### config.mk
export PLATFORM = sky130hd
export DESIGN_NAME = register_file_sb
export DESIGN_NICKNAME = d
export VERILOG_FILES = /design/src/rtl/register_file_sb.sv
export SDC_FILE = /design/constraint.sdc
export NUM_CORES = 2
export LEC_CHECK = 0
export CORE_MARGIN = 1
export CORE_UTILIZATION = 26
export CTS_CLUSTER_DIAMETER = 40
export DETAILED_ROUTE_END_ITERATION = 10
export PLACE_DENSITY_LB_ADDON = 0.25
export SLEW_MARGIN = 20
export SYNTH_ARGS = -nofsm -noshare
export SYNTH_HDL_FRONTEND = slang
export SYNTH_SLANG_ARGS = --single-unit
### constraint.sdc
create_clock -name iClk -period 50.8 [get_ports iClk]
set_input_delay 7.62 -clock iClk [delete_from_list [all_inputs] [get_ports iClk]]
set_output_delay 7.62 -clock iClk [all_outputs]
set_load 0.05 [all_outputs]
### src/rtl/register_file_sb.sv
// register_file_sb: parametrised register file with NUM_READ_PORTS bypassed combinational reads, one write port, per-register pending scoreboard, debug tap and any-busy flag
module register_file_sb #(
  parameter int ADDRESS_WIDTH  = 5,
  parameter int DATA_WIDTH     = 32,
  parameter int NUM_READ_PORTS = 2,
  parameter int DEBUG_REG      = 10
) (
  input  logic                                   iClk,
  input  logic                                   iRst,
  input  logic [NUM_READ_PORTS*ADDRESS_WIDTH-1:0] iReadAddress,
  output logic [NUM_READ_PORTS*DATA_WIDTH-1:0]    oRegData,
  output logic [NUM_READ_PORTS-1:0]               oBusy,
  input  logic                                   iWriteEn,
  input  logic [ADDRESS_WIDTH-1:0]               iWriteAddress,
  input  logic [DATA_WIDTH-1:0]                  iDataIn,
  input  logic                                   iIssueEn,
  input  logic [ADDRESS_WIDTH-1:0]               iIssueAddress,
  input  logic                                   iFlush,
  output logic [DATA_WIDTH-1:0]                  oDebugData,
  output logic                                   oAnyBusy
);
  localparam int DEPTH = 2**ADDRESS_WIDTH;
  localparam logic [ADDRESS_WIDTH-1:0] DBG = ADDRESS_WIDTH'(DEBUG_REG);
  logic [DATA_WIDTH-1:0] regs [DEPTH];
  logic [DEPTH-1:0] pend, pend_n;
  always_comb begin
    pend_n = pend;
    if (iWriteEn) pend_n[iWriteAddress] = 1'b0;
    if (iIssueEn) pend_n[iIssueAddress] = 1'b1;
    if (iFlush) pend_n = '0;
    pend_n[0] = 1'b0;
  end
  always_ff @(posedge iClk or posedge iRst)
    if (iRst) begin
      pend <= '0;
      for (int i = 0; i < DEPTH; i++) regs[i] <= '0;
    end else begin
      pend <= pend_n;
      if (iWriteEn && iWriteAddress != '0) regs[iWriteAddress] <= iDataIn;
    end
  function automatic logic byp(input logic [ADDRESS_WIDTH-1:0] a);
    return iWriteEn && iWriteAddress == a;
  endfunction
  function automatic logic [DATA_WIDTH-1:0] rd(input logic [ADDRESS_WIDTH-1:0] a);
    return (iRst || a == '0) ? '0 : byp(a) ? iDataIn : regs[a];
  endfunction
  function automatic logic bz(input logic [ADDRESS_WIDTH-1:0] a);
    return !iRst && a != '0 && !byp(a) && pend[a];
  endfunction
  for (genvar k = 0; k < NUM_READ_PORTS; k++) begin : g_rd
    assign oRegData[k*DATA_WIDTH +: DATA_WIDTH] = rd(iReadAddress[k*ADDRESS_WIDTH +: ADDRESS_WIDTH]);
    assign oBusy[k] = bz(iReadAddress[k*ADDRESS_WIDTH +: ADDRESS_WIDTH]);
  end
  assign oDebugData = rd(DBG);
  assign oAnyBusy = !iRst && |pend;
endmodule

==> results.py <==
metrics = {
    "global_routing": {
        "grt_first_pass_wirelength_um": 291000,
        "grt_max_degree": 146,
        "grt-ovfl-total": 0,
        "grt_util_all_layers_pct": 18.0,
        "grt_pass1_vias": 37896,
        "antenna_found_initial": 9,
    },
    "timing": {
        "period_minus_slack_ps": 19670,
        "timing.setup.tns_ps": 0,
        "clock_skew_ps": 0,
        "slew-limit-headroom_pct": 19.1,
        "tightest_slew_ps": 1210,
        "hold_viol_final": 0,
        "hold_ws_ps": 395,
        "setup_violations": 0,
        "setup_slack_ps": 31130,
        "drv_slew": 0,
        "fmax_mhz": 50.8,
        "fin_crit_sh_pct": 38.7,
        "rsz0062_at_grt": "no",
    },
    "setup_path": {
        "cp_num_buf_inv": 4,
        "start_kind": "primary input",
        "cp_cell_sequence": "buf_8 > buf_4 > buf_4 > mux4_2 > and2_1 > a211oi_1 > a211oi_1 > a211o_1 > clkdlybuf4s50_1",
        "path_delay_family": "buffers and inverters",
        "worstPathRequired_ps": 43180,
        "cp_slowest_cell": "buf_4",
        "worstSetupEndpointType": "output port",
        "path_max_fanout": 62,
        "cp_data_arrival_time_ps": 12050,
        "crit_path_max_incr_delay_ps": 810,
        "path_class": "in -> out",
    },
    "final_layout": {
        "layout_common_cells": "dfrtp_1 (1,055), mux2_2 (965), mux4_2 (529), mux2i_1 (196), clkbuf_16 (158)",
        "final_area_mm2": 0.0669,
        "final_common_cell": "dfrtp_1",
        "nets": 3835,
        "instances_no_fill": 6772,
        "utilization_pct": 30.5,
        "drive_gt1_share_pct": 49.5,
        "area.growth.synth_to_final_pct": 16.7,
    },
    "placed_design": {
        "dp.cells": 6492,
        "gp_congestion": 0.756,
        "pre_cts_slack_ps": 30970,
        "portBuffers": 155,
        "place_hpwl_um": 109000,
        "place_area_mm2": 0.0616,
    },
    "yosys": {
        "netlist_instances": 3802,
        "ys_ff_latch": 1055,
        "synth.avg_cell_area_um2": 15.1,
        "synth_area_leaders": "dfrtp_1 (46%), mux4_2 (21%), mux2_2 (19%)",
        "ys.flop_type": "dfrtp_1",
        "ys_seq_area_share_pct": 46.0,
        "yosysWarnings": 0,
        "synth_top_cell_area_share_pct": 46.0,
        "synthDistinctLibCells": 52,
        "synth_area_mm2": 0.0573,
        "synthesis.nets": 3859,
        "synth_top_cell_by_area": "dfrtp_1",
        "synth-edff-count": 0,
        "async_flop_share_pct": 100,
    },
    "clock_tree": {
        "cts.sink_count": 1055,
        "cts.clk_slew.worst_paths_ps": 50,
        "ctsHoldBuffers": 0,
        "post_cts_buffers": 0,
        "cts_tree": "yes",
        "cts_resized": 0,
        "cts_buffers": 155,
        "h-tree-depth": 4,
        "clk_latency_ps": 780,
        "cts_buffer_depth": 3,
        "cts_root_buffer": "clkbuf_16",
    },
    "route": {
        "initialDrtViolationCount": 2981,
        "wirelength_um": 201000,
        "vias_per_cell": 5.38,
        "dr.pass1.iters": 8,
        "drtAntennaViolNets": 0,
        "drc": 2,
        "wl_per_cell_um": 29.6,
        "vias": 36417,
    },
    "floorplanning": {
        "row_count": 172,
        "die_w_um": 472,
        "start_util_pct": 26.1,
        "die_h_um": 472,
        "coreArea_mm2": 0.220,
        "dieArea_mm2": 0.222,
        "io_pins": 156,
    },
    "power_and_ir_drop": {
        "powerDensity_mw_per_mm2": 41.4,
        "swShare_pct": 28.2,
        "comb_power_share_pct": 19.6,
        "seqPwrFrac_pct": 40.3,
        "clkPwrFrac_pct": 40.0,
        "peakVddDrop_mv": 0.0287,
        "intPower_mw": 1.99,
        "report.power.total_mw": 2.77,
        "p_switching_mw": 0.783,
        "power_leakage_nw": 28.1,
    },
    "outcome": {
        "failed_checks": "DRC",
        "status": "finished, violations left",
    },
    "job": {
        "max_cap_viol_count": 0,
    },
    "hold_path": {
        "hold_path_class": "reg -> reg",
    },
}
## kinds of logic (layout without fill, tap and decap cells)
family                 Yosys count  in the layout  synth area share (%)
AND/OR/NAND/NOR                253            253                  2.23
flip-flops                    1055           1055                  46.0
multiplexers                  1721           1721                  43.8
buffers and inverters          438            535                  3.57
AO/OA/AOI/OAI                  325            325                  4.18
XOR/XNOR                        10             10                 0.153
other                            0              2                     0
## worst paths after layout
check	depth (start not counted)	end	start	slack (ps)
max in group asynchronous	6	regs[218]$_DFFE_PP0P_	iRst	40170
hold / removal	0	regs[1013]$_DFFE_PP0P_	regs[1013]$_DFFE_PP0P_	390
setup / recovery	9	oRegData[51]	iReadAddress[5]	31130
setup reg to reg	1	regs[682]$_DFFE_PP0P_	regs[682]$_DFFE_PP0P_	49890
min in group asynchronous	2	pend[25]$_DFF_PP0_	iRst	7410
hold reg to reg	0	regs[1013]$_DFFE_PP0P_	regs[1013]$_DFFE_PP0P_	390
## registers in the layout, indices dropped and copies added (netlist names)
register / cells
regs: 1024
pend: 31
## cells in the mapped netlist, types with 4 or more instances
library cell  count
dfrtp_1        1055
mux2_2          965
mux4_2          529
clkbuf_1        201
mux2i_1         196
buf_2           134
a211oi_1         79
nor2_1           72
nand2_1          60
and2_1           59
a221oi_1         57
buf_1            57
a21oi_1          51
a22oi_1          45
mux2_1           28
a211o_1          26
o21bai_1         26
buf_4            25
o21ai_0          23
buf_6            17
nor2b_1           8
nor3b_1           8
nor4_1            8
and3_1            6
nand3_1           6
xnor2_1           6
nand4_1           5
nor3_1            5
o2bb2ai_1         5
a211oi_2          4
xor2_1            4
## layer usage
| metal | up-vias | routed length (um) | global-route usage, % |
|---|---|---|---|
| met3 | 287 | 10000 | 2.71 |
| met4 | 2 | 5420 | 5.77 |
| met5 | - | 9 | 0 |
| li1 | 14768 | - | - |
| met1 | 20216 | 88500 | 24.6 |
| met2 | 1144 | 96900 | 29.2 |
## area by class of cell
type | count | area, um^2
flip-flops and latches | 1055 | 26400
diodes | 2 | 5.00
fillers | 21748 | 153000
repair buffers | 254 | 2370
well taps | 2871 | 3590
clock inverters | 87 | 1020
inverters | 3 | 21.3
multi-input cells | 2309 | 29200
clock buffers | 191 | 4300
## power by group through the flow
stage / logic (mW) / clock network (mW) / registers [mW]
after floorplan: 0.430 / 0 / 1.09
after global placement: 0.542 / 0 / 1.13
after detailed placement: 0.549 / 0 / 1.13
after CTS: 0.552 / 1.14 / 1.11
after global routing: 0.583 / 1.17 / 1.14
final: 0.545 / 1.11 / 1.12
Note: power is estimated with default switching activity, not from simulation.
